`config.mk`:
```
export PLATFORM = sky130hd
export DESIGN_NAME = clk_div_sched
export DESIGN_NICKNAME = d
export VERILOG_FILES = /design/src/rtl/clk_div_pkg.sv /design/src/rtl/clk_div_core.sv /design/src/rtl/clk_div_sched.sv
export SDC_FILE = /design/constraint.sdc
export NUM_CORES = 1
export LEC_CHECK = 0
export BUFFER_PORTS_ARGS = -buffer_cell sky130_fd_sc_hd__buf_2
export CORE_MARGIN = 1
export CORE_UTILIZATION = 58
export DETAILED_ROUTE_END_ITERATION = 6
export PLACE_DENSITY = 0.87
export SYNTH_ARGS = -nofsm -noshare
export SYNTH_HDL_FRONTEND = slang
export SYNTH_SLANG_ARGS = --single-unit
```
`constraint.sdc`:
```
create_clock -name clk -period 3.65 [get_ports clk]
set_input_delay 0.365 -clock clk [delete_from_list [all_inputs] [get_ports clk]]
set_output_delay 0.365 -clock clk [all_outputs]
set_load 0.1 [all_outputs]
```
`src/rtl/clk_div_pkg.sv`:
```
// Shared state encoding and parameter defaults for the clock-divider scheduler.
package clk_div_pkg;
    localparam int DEF_CNT_W       = 8;
    localparam int DEF_DIV_DEFAULT = 15;
    localparam int DEF_DIV_MIN     = 2;

    typedef enum logic [1:0] {
        ST_IDLE,
        ST_RUN,
        ST_PEND
    } state_t;
endpackage

```
`src/rtl/clk_div_core.sv`:
```
// Period counter and divided-clock waveform generator for clk_div_sched.
// CLK_DIV_DUTY50_EN adds a negedge flop so odd ratios get exact 50% duty.
module clk_div_core
    import clk_div_pkg::*;
#(
    parameter int CNT_W = DEF_CNT_W
) (
    input  logic             clk,
    input  logic             rst,
    input  logic             run,
    input  logic             enable,
    input  logic [CNT_W-1:0] div_cur,
    output logic             clk_out,
    output logic             tick,
    output logic             wrap
);
    logic [CNT_W-1:0] cnt;
    logic [CNT_W-1:0] cnt_next;
    logic             going;

    // going: divider is running in the cycle after this edge (stop only at a wrap)
    assign wrap     = run && (cnt == div_cur - CNT_W'(1));
    assign going    = run ? !(wrap && !enable) : enable;
    assign cnt_next = (!run || wrap) ? '0 : cnt + CNT_W'(1);

    always_ff @(posedge clk) begin
        if (!rst) begin
            cnt  <= '0;
            tick <= 1'b0;
        end else begin
            cnt  <= cnt_next;
            tick <= going && (cnt_next == '0);
        end
    end

`ifdef CLK_DIV_DUTY50_EN
    logic h_pos;
    logic h_neg;

    always_ff @(posedge clk) begin
        if (!rst) begin
            h_pos <= 1'b0;
        end else begin
            h_pos <= going && (cnt_next < (div_cur >> 1));
        end
    end

    // Half-cycle extension only for odd ratios.
    always_ff @(negedge clk) begin
        if (!rst) begin
            h_neg <= 1'b0;
        end else begin
            h_neg <= h_pos && div_cur[0];
        end
    end

    assign clk_out = h_pos | h_neg;
`else
    logic [CNT_W:0] half;
    logic           clk_q;

    assign half = ({1'b0, div_cur} + (CNT_W+1)'(1)) >> 1;

    always_ff @(posedge clk) begin
        if (!rst) begin
            clk_q <= 1'b0;
        end else begin
            clk_q <= going && ({1'b0, cnt_next} < half);
        end
    end

    assign clk_out = clk_q;
`endif
endmodule

```
`src/rtl/clk_div_sched.sv`:
```
// Divide-ratio owner and start/stop sequencer for the clock divider; ratio
// changes land only on period boundaries. Optional feature: CLK_DIV_DUTY50_EN.
module clk_div_sched
    import clk_div_pkg::*;
#(
    parameter int CNT_W       = DEF_CNT_W,
    parameter int DIV_DEFAULT = DEF_DIV_DEFAULT,
    parameter int DIV_MIN     = DEF_DIV_MIN
) (
    input  logic             clk,
    input  logic             rst,
    input  logic             enable,
    input  logic             div_req_valid,
    output logic             div_req_ready,
    input  logic [CNT_W-1:0] div_req_val,
    output logic             clk_out,
    output logic             tick,
    output logic [CNT_W-1:0] div_cur,
    output logic             busy,
    output logic             err_ratio
);
    // state | meaning
    // IDLE  | divider stopped, clk_out low, requests applied directly
    // RUN   | dividing with div_cur, no request outstanding
    // PEND  | dividing, accepted ratio waits in pending for the next wrap
    state_t           state;
    logic [CNT_W-1:0] pending;
    logic             wrap;
    logic             accept;
    logic             bad;

    assign accept = div_req_valid && div_req_ready;
    assign bad    = div_req_val < CNT_W'(DIV_MIN);

    always_ff @(posedge clk) begin
        if (!rst) begin
            state         <= ST_IDLE;
            div_cur       <= CNT_W'(DIV_DEFAULT);
            pending       <= '0;
            div_req_ready <= 1'b0;
            busy          <= 1'b0;
            err_ratio     <= 1'b0;
        end else begin
            err_ratio <= accept && bad;
            case (state)
                ST_IDLE: begin
                    div_req_ready <= 1'b1;
                    if (accept && !bad) begin
                        div_cur <= div_req_val;
                    end
                    if (enable) begin
                        state <= ST_RUN;
                        busy  <= 1'b1;
                    end
                end
                ST_RUN: begin
                    if (wrap && !enable) begin
                        state         <= ST_IDLE;
                        busy          <= 1'b0;
                        div_req_ready <= 1'b1;
                        if (accept && !bad) begin
                            div_cur <= div_req_val;
                        end
                    end else if (accept && !bad) begin
                        pending       <= div_req_val;
                        state         <= ST_PEND;
                        div_req_ready <= 1'b0;
                    end else begin
                        div_req_ready <= 1'b1;
                    end
                end
                ST_PEND: begin
                    if (wrap) begin
                        div_cur       <= pending;
                        div_req_ready <= 1'b1;
                        if (enable) begin
                            state <= ST_RUN;
                        end else begin
                            state <= ST_IDLE;
                            busy  <= 1'b0;
                        end
                    end else begin
                        div_req_ready <= 1'b0;
                    end
                end
                default: begin
                    state         <= ST_IDLE;
                    busy          <= 1'b0;
                    div_req_ready <= 1'b1;
                end
            endcase
        end
    end

    clk_div_core #(
        .CNT_W (CNT_W)
    ) u_core (
        .clk     (clk),
        .rst     (rst),
        .run     (busy),
        .enable  (enable),
        .div_cur (div_cur),
        .clk_out (clk_out),
        .tick    (tick),
        .wrap    (wrap)
    );
endmodule

```
* Word level (Yosys, flattened, before mapping) *
Cells that the tools add are included.

cells by class
  bitwise logic cells = 1
  order comparisons = 2
  multiplexer cells = 21
  eq/ne operators = 8
  add/sub/neg operators = 3
  reductions and logical operators = 19

operators by type and width
  kind                 count
  $mux 8               4
  $pmux 8 s3           1
  $add 8x1->9 const B  1
  $mux 1               9
  $reduce_and 3->1     3
  $add 8x1->8 const B  1
  $eq 8x8->1           1
  $logic_not 8->1      1
  $lt 8x2->1 const B   1
  $lt 8x8->1           1
  $mux 2               4
  $sub 8x1->8 const B  1
  $logic_and 1x1->1    7
  $ne 2x2->1 const B   3
  $pmux 2 s3           1
  $logic_not 1->1      4
  $reduce_and 4->1     1
  $ne 3x3->1 const B   1
  $pmux 1 s3           1
  $reduce_bool 3->1    1
  $eq 2x1->1 const B   1
  $eq 2x2->1 const B   1
  $logic_not 2->1      1
  $ne 2x1->1 const B   1
  other kinds (3)      3

word-level totals
  flip-flop bits (word level) = 31
  word-level logic and storage cells = 63
  bits of input ports = 12

* Logic depth before layout (Yosys ltp) *
Gate-level depths: netlist (run 1).

  depth after elaboration = 7
  mapped depth = 16

* Hierarchy *
A second synthesis (run 1) with hierarchy kept.

second synthesis, totals
  cells, all modules = 250
  area total of the unflattened synthesis = 2227.1 um2

modules (own cells, without submodules)
  module         cells each  instances  area an instance (um2)
  clk_div_sched  113         1          1114.8
  clk_div_core   137         1          1112.3

* Worst setup path before layout (run 1) *
No wires, ideal clock.

  path kind = register -> register
  start = register div_cur[0]
  end = register u_core.clk_q (netlist: u_core.clk_out)
  arrival = 3.675 ns
  cell stages (with the launch flop) = 17
  setup slack = -0.095 ns
  setup time = 0.070 ns
  path through = dfxtp_1 > buf_2 > inv_1 > ha_1 > o21ba_1 > a221oi_2 > o221ai_2 > o31ai_1 > buf_2 > nor2_1 > ha_1 > nor2b_1 > o21ai_0 > nand2b_1 > a21oi_1 > o2111ai_1 > a21oi_1

between the ends
  cells in the longest elaborated chain, start to end = 7

RTL lines
  item                    line                 text
  start, declared         clk_div_sched.sv:18  output logic [CNT_W-1:0] div_cur,
  start signal, assigned  clk_div_sched.sv:38  div_cur <= CNT_W'(DIV_DEFAULT);
  start signal, assigned  clk_div_sched.sv:49  div_cur <= div_req_val;
  start signal, assigned  clk_div_sched.sv:62  div_cur <= div_req_val;
  $sub 8x1->8             clk_div_core.sv:22   assign wrap = run && (cnt == div_cur - CNT_W'(1));
  $eq 8x8->1              clk_div_core.sv:22
  $logic_and 1x1->1       clk_div_core.sv:22
  $logic_or 1x1->1        clk_div_core.sv:24   assign cnt_next = (!run || wrap) ? '0 : cnt + CNT_W'(1);
  $mux 8                  clk_div_core.sv:24
  via u_core.cnt_next[1]  clk_div_core.sv:18   logic [CNT_W-1:0] cnt_next;
  $lt 8x8->1              clk_div_core.sv:68   clk_q <= going && ({1'b0, cnt_next} < half);
  $logic_and 1x1->1       clk_div_core.sv:68
  end signal, assigned    clk_div_core.sv:68
  end, declared           clk_div_core.sv:60   logic clk_q;

The timed path passes the listed nets, and every way through them passes these cells.
A chain may end at the register's enable or synchronous reset.

* Final worst setup path (run 1) *
  start = register div_cur[1]
  end = register u_core.clk_q (netlist: u_core.clk_out)

Same word-level chain as after synthesis.

==> out/results.ini, run 1 <==
[critical_path]
arrival_ns = 3.43
end_kind = flop
critPathLaunchType = flop
r2r_start = div_cur[1]$_SDFFE_PN1P_
reg2reg_depth = 15
reg2reg_to = u_core.clk_out$_SDFF_PN0_
crit_required_ns = 3.93
worstSetupPathType = reg -> reg
rrSetupSlack_ns = 0.50
cp_max_fo = 11

[clock_network]
htree_levels = 2
clock-root-buffer = clkbuf_4
clockBufferDepth = 2
cts.sinks = 31
clock_latency_ns = 0.34
cts_resized = 0
clk_pin_slew_ns = 0.10
postCtsSetupBuffers = 0
ctsHoldBuffers = 0
numCtsBuffers = 5
cts_tree = yes

[timing]
fmaxAchievable_mhz = 317
setup_viol = 0
layout_min_cycle_time_ns = 3.15
tightest_slew_ns = 0.656
post-route-period-util = 0.864
worst_slack_ns = 0.496
hold_viol_final = 0
relSlewSlack = 0.562
rsz0062_at_grt = false
hold-worst-slack_ns = 0.291
skew_ns = 0.0101
maxSlewViolCount = 0
finalSetupTns_ns = 0

[die]
dieHeight_um = 62.3
core-area_um2 = 3420
die_x_um = 62.3
start_util = 0.618
die_area_um2 = 3880
pin_count = 25
fp-row-count = 21

[worst_hold_path]
min-delay-start = div_req_valid
hp-class = in -> reg
hold_end = err_ratio$_SDFF_PN0_
holdPathStages = 3

[logic_synthesis]
netlist_area_um2 = 2110
syn-num-nets = 282
synth_top_family_by_area = simple AND/OR/NAND/NOR gates
ys_ff_latch = 31
synthTopCellsByArea = dfxtp_1 (29%), ha_1 (8.3%), nor2_1 (5.5%), xor2_1 (4.6%), mux2i_1 (4.3%)
synth_compound_area_frac = 0.157
ys_types = 51
yosys-mux-area-fraction = 0.0641
synthArstFlopShare = 0
synthAdderAreaFrac = 0.0830
yosysWarnings = 0
synth_xor_area_frac = 0.0872
synthSimpleGateAreaFrac = 0.256
yosysTopAreaCell = dfxtp_1
yosysSeqAreaShare = 0.294
yosys.area.top_type_share = 0.294
synth_edf_count = 0
syn_area_per_cell_um2 = 8.24
synthCells = 256
ys.flop_type = dfxtp_1

[route]
firstDrtPassIters = 4
drc_errors = 0
vias_per_cell = 5.79
wl_per_cell_um = 14.3
antenna_left = 0
drtIter0Drc = 99
wl_mm = 4.60
num_vias = 1859

[global_routing]
overflow = 0
grt_pass1_vias = 1750
antenna_found_initial = 0
grt_max_degree = 22
grt.total_usage = 0.258
grt_first_pass_wirelength_mm = 8.02

[place]
post_dp_cell_area_um2 = 2220
gp_congestion = 0.885
place_ws_ns = 0.506
dp_hpwl_mm = 3.44
port_buffers = 24

[cells_and_area]
antennaDiodeCount = 0
area_delta_synth_final_pct = 7.71
layout-drive-gt1-share = 0.171
final_nets = 300
mostFrequentLayoutCells = nor2_1 (31), dfxtp_1 (30), buf_2 (24)
final_area_um2 = 2270
final_common_cell = nor2_1

[job]
drv_cap = 0

[power_and_ir_drop]
leakage_nw = 0.960
powerDensity_nw_per_um2 = 506
ir_drop_mv = 0.344
finalPower_w = 0.00115

[outcome]
outcome = finished clean

cell families after synthesis:
| kind of cell | after synthesis |
|---|---|
| simple gates | 103 |
| mux | 13 |
| compound gates | 48 |
| fa+ha+maj | 14 |
| xor+xnor | 21 |
| buf+inv | 26 |
| flops | 31 |
worst max-delay path by stage:
stage	from	to	slack [ns]	cells after the start
after detailed placement	div_cur[1]$_SDFFE_PN1P_	u_core.clk_out$_SDFF_PN0_	0.51	15
after floorplan	div_cur[1]$_SDFFE_PN1P_	u_core.clk_out$_SDFF_PN0_	0.04	15
after global routing	div_cur[1]$_SDFFE_PN1P_	u_core.clk_out$_SDFF_PN0_	0.22	15
final	div_cur[1]$_SDFFE_PN1P_	u_core.clk_out$_SDFF_PN0_	0.50	15
after CTS	div_cur[1]$_SDFFE_PN1P_	u_core.clk_out$_SDFF_PN0_	0.49	15
after global placement	div_cur[1]$_SDFFE_PN1P_	u_core.clk_out$_SDFF_PN0_	0.63	15
worst max-delay path: stages, from the launching register on:
cell and delay, ns:
dfxtp_1 0.49, inv_1 0.08, ha_1 0.24, o21ba_1 0.19, a221oi_2 0.28, o221ai_2 0.21, o31ai_1 0.30, buf_4 0.21
nor2_1 0.06, ha_1 0.30, nor2b_1 0.13, o21ai_0 0.14, nand2b_1 0.07, a21oi_1 0.15, o2111ai_1 0.11, a21oi_1 0.12
stage by stage:
step	instances	utilization
after floorplan	256	-
final	321	0.665
after global placement	313	0.651
after global routing	321	0.665
after detailed placement	313	0.651
after CTS	321	0.665
report_power, final:
group | switching [W] | internal [W] | leakage (nW)
combinational | 0.000360 | 0.000162 | 0.679
clock | 0.000119 | 0.0000750 | 0.0293
sequential | 0.0000560 | 0.000378 | 0.252
cell usage after synthesis, types with 2 or more instances:
cell type,instances
a211oi_1,4
a21oi_1,16
and2_1,4
and3_1,7
buf_2,8
buf_6,2
clkbuf_1,5
dfxtp_1,31
ha_1,14
inv_1,11
mux2_2,4
mux2i_1,9
nand2_1,15
nand2b_1,2
nand3_1,18
nand4_1,4
nor2_1,31
nor2b_1,2
nor3_1,5
nor4_1,2
nor4_2,2
o21a_1,2
o21ai_0,6
o21ai_1,5
o31ai_1,2
xnor2_1,10
xor2_1,11
routing by layer:
metal | share of wire | wire length (um) | global-route usage | vias up
met1 | 0.46 | 2130 | 0.341 | 856
met4 | 0.017 | 76 | 0.0727 | 0
met2 | 0.47 | 2170 | 0.423 | 47
met3 | 0.048 | 220 | 0.0570 | 11
li1 | - | - | - | 945
met5 | 0 | 0 | 0 | -
registers in the layout (all words and copies together), names as in the netlist:
signal          cells
div_req_ready       1
u_core.tick         1
state               2
u_core.clk_out      1
pending             8
err_ratio           1
u_core.cnt          8
busy                1
div_cur             8
cell type report:
class                   count  area, um2
multi-input cells         199       1370
fillers                   294       1140
flip-flops and latches     31        622
repair buffers             26        135
well taps                  46       57.6
clock buffers               7       45.0
inverters                  11       41.3
clock inverters             1       5.00
Power figures use the tool's default switching activity.
==> run 2, diff against run 1 <==
Settings changed: ABC_CLOCK_PERIOD_IN_PS set to 3650, CORE_UTILIZATION 58 to 45, PLACE_DENSITY 0.87 to 0.72.
==> run 2 against run 1 <==
Net effect:
- the flow now finishes with violations (DRC)
- total power is 14% higher
- non-clock buffer count stayed put
- register-to-register slack worse by 0.07 ns
- fmax is 2.2% lower
- cell count is 1.9% higher
- sequential share of layout area is 0.88 points lower
- utilization is 14 points lower
==> out/results.ini, run 2 (synthesis gave the netlist of run 1 again) <==
[outcome]
outcome = finished with violations
violations = DRC

[timing]
post-route-period-util = 0.884
tightest_slew_ns = 0.667
rsz0062_at_grt = false
worst_slack_ns = 0.425
fmaxAchievable_mhz = 310
skew_ns = 0.00355
hold_viol_final = 0
hold-worst-slack_ns = 0.351
finalSetupTns_ns = 0
maxSlewViolCount = 0
layout_min_cycle_time_ns = 3.22
setup_viol = 0
relSlewSlack = 0.555

[die]
die_area_um2 = 4970
fp-row-count = 24
dieHeight_um = 70.5
die_x_um = 70.5
pin_count = 25
core-area_um2 = 4440
start_util = 0.475

[worst_hold_path]
hold_end = pending[0]$_SDFFE_PN0P_
holdPathStages = 3
min-delay-start = div_req_val[0]
hp-class = in -> reg

[job]
drv_cap = 0

[cells_and_area]
post_layout_nonfiller_instances = 327
final_nets = 300
final_common_cell = nor2_1
layout-drive-gt1-share = 0.178
area_delta_synth_final_pct = 11.3
reg.largest.list = div_cur x8, pending x8, u_core.cnt x8
mostFrequentLayoutCells = nor2_1 (31), dfxtp_1 (30), buf_2 (24)
antennaDiodeCount = 0
finalCoreUtilization = 0.528

[critical_path]
critPathLaunchType = flop
worstSetupPathType = reg -> reg
arrival_ns = 3.44
reg2reg_depth = 15
crit_required_ns = 3.86
end_kind = flop
r2r_start = div_cur[1]$_SDFFE_PN1P_
reg2reg_to = u_core.clk_out$_SDFF_PN0_
rrSetupSlack_ns = 0.43
cp_max_fo = 11

[clock_network]
htree_levels = 2
clock_latency_ns = 0.28
clock-root-buffer = clkbuf_8
ctsHoldBuffers = 0
clockBufferDepth = 2
numCtsBuffers = 5
cts_tree = yes
clk_pin_slew_ns = 0.07
postCtsSetupBuffers = 0
cts.sinks = 31
cts_resized = 0

[place]
gp_congestion = 0.824
dp_hpwl_mm = 3.53
dp.cells = 319
place_ws_ns = 0.475
port_buffers = 24

[global_routing]
grt_max_degree = 22
antenna_found_initial = 0
grt_first_pass_wirelength_mm = 8.07
overflow = 0
grt.total_usage = 0.205
grt_pass1_vias = 1785

[power_and_ir_drop]
ir_drop_mv = 0.342
powerDensity_nw_per_um2 = 557
leakage_nw = 0.992

[route]
drc_errors = 4
wl_per_cell_um = 14.2
wl_mm = 4.63
antenna_left = 0
vias_per_cell = 5.71
num_vias = 1866
drtIter0Drc = 88
firstDrtPassIters = 6

## run 2: cell count changes in the layout (fill, tap and decap cells not counted)
| cell | previous run | this run |
|---|---|---|
| clkbuf_8 | 0 | 6 |
| clkbuf_4 | 5 | 0 |
| clkbuf_1 | 2 | 0 |
| bufinv_16 | 0 | 1 |
## run 2: area by class of cell
class	instances	area, um2
Clock buffer	6	82.6
Clock inverter	2	35.0
Fill cell	443	2100
Inverter	11	41.3
Multi-Input combinational cell	199	1370
Sequential cell	31	622
Tap cell	52	65.1
Timing Repair Buffer	26	135
## run 2: critical path, cell delays in order (launching register included)
cell       delay, ns
dfxtp_1         0.48
inv_1           0.08
ha_1            0.25
o21ba_1         0.20
a221oi_2        0.29
o221ai_2        0.22
o31ai_1         0.32
buf_4           0.22
nor2_1          0.06
ha_1            0.30
nor2b_1         0.13
o21ai_0         0.14
nand2b_1        0.07
a21oi_1         0.15
o2111ai_1       0.11
a21oi_1         0.12
## run 2: where the power goes
group / switching [W] / total (W) / internal [W] / leakage, nW
registers: 0.0000541 / 0.000432 / 0.000378 / 0.252
clock network: 0.000129 / 0.000350 / 0.000221 / 0.0612
logic: 0.000363 / 0.000525 / 0.000163 / 0.679
## run 2: worst max path at each step
stage | cells past startpoint | startpoint | endpoint | slack (ns)
3_5_place_dp | 15 | div_cur[1]$_SDFFE_PN1P_ | u_core.clk_out$_SDFF_PN0_ | 0.48
4_1_cts | 15 | div_cur[1]$_SDFFE_PN1P_ | u_core.clk_out$_SDFF_PN0_ | 0.45
2_1_floorplan | 15 | div_cur[1]$_SDFFE_PN1P_ | u_core.clk_out$_SDFF_PN0_ | 0.04
5_1_grt | 15 | div_cur[1]$_SDFFE_PN1P_ | u_core.clk_out$_SDFF_PN0_ | 0.11
3_3_place_gp | 15 | div_cur[1]$_SDFFE_PN1P_ | u_core.clk_out$_SDFF_PN0_ | 0.60
6_report | 15 | div_cur[1]$_SDFFE_PN1P_ | u_core.clk_out$_SDFF_PN0_ | 0.43
## run 2: metal layers
layer,global-route usage,part of all wire
met1,0.262,0.46
met2,0.345,0.48
met3,0.0462,0.055
met4,0.0590,0.011
met5,0,0
## run 2: per-stage QoR
stage	cell area, um2	total power [W]
6_report	2350	0.00131
5_1_grt	2350	0.00138
4_1_cts	2350	0.00131
3_5_place_dp	2230	0.000962
3_3_place_gp	2230	0.000955
2_1_floorplan	2110	0.000872
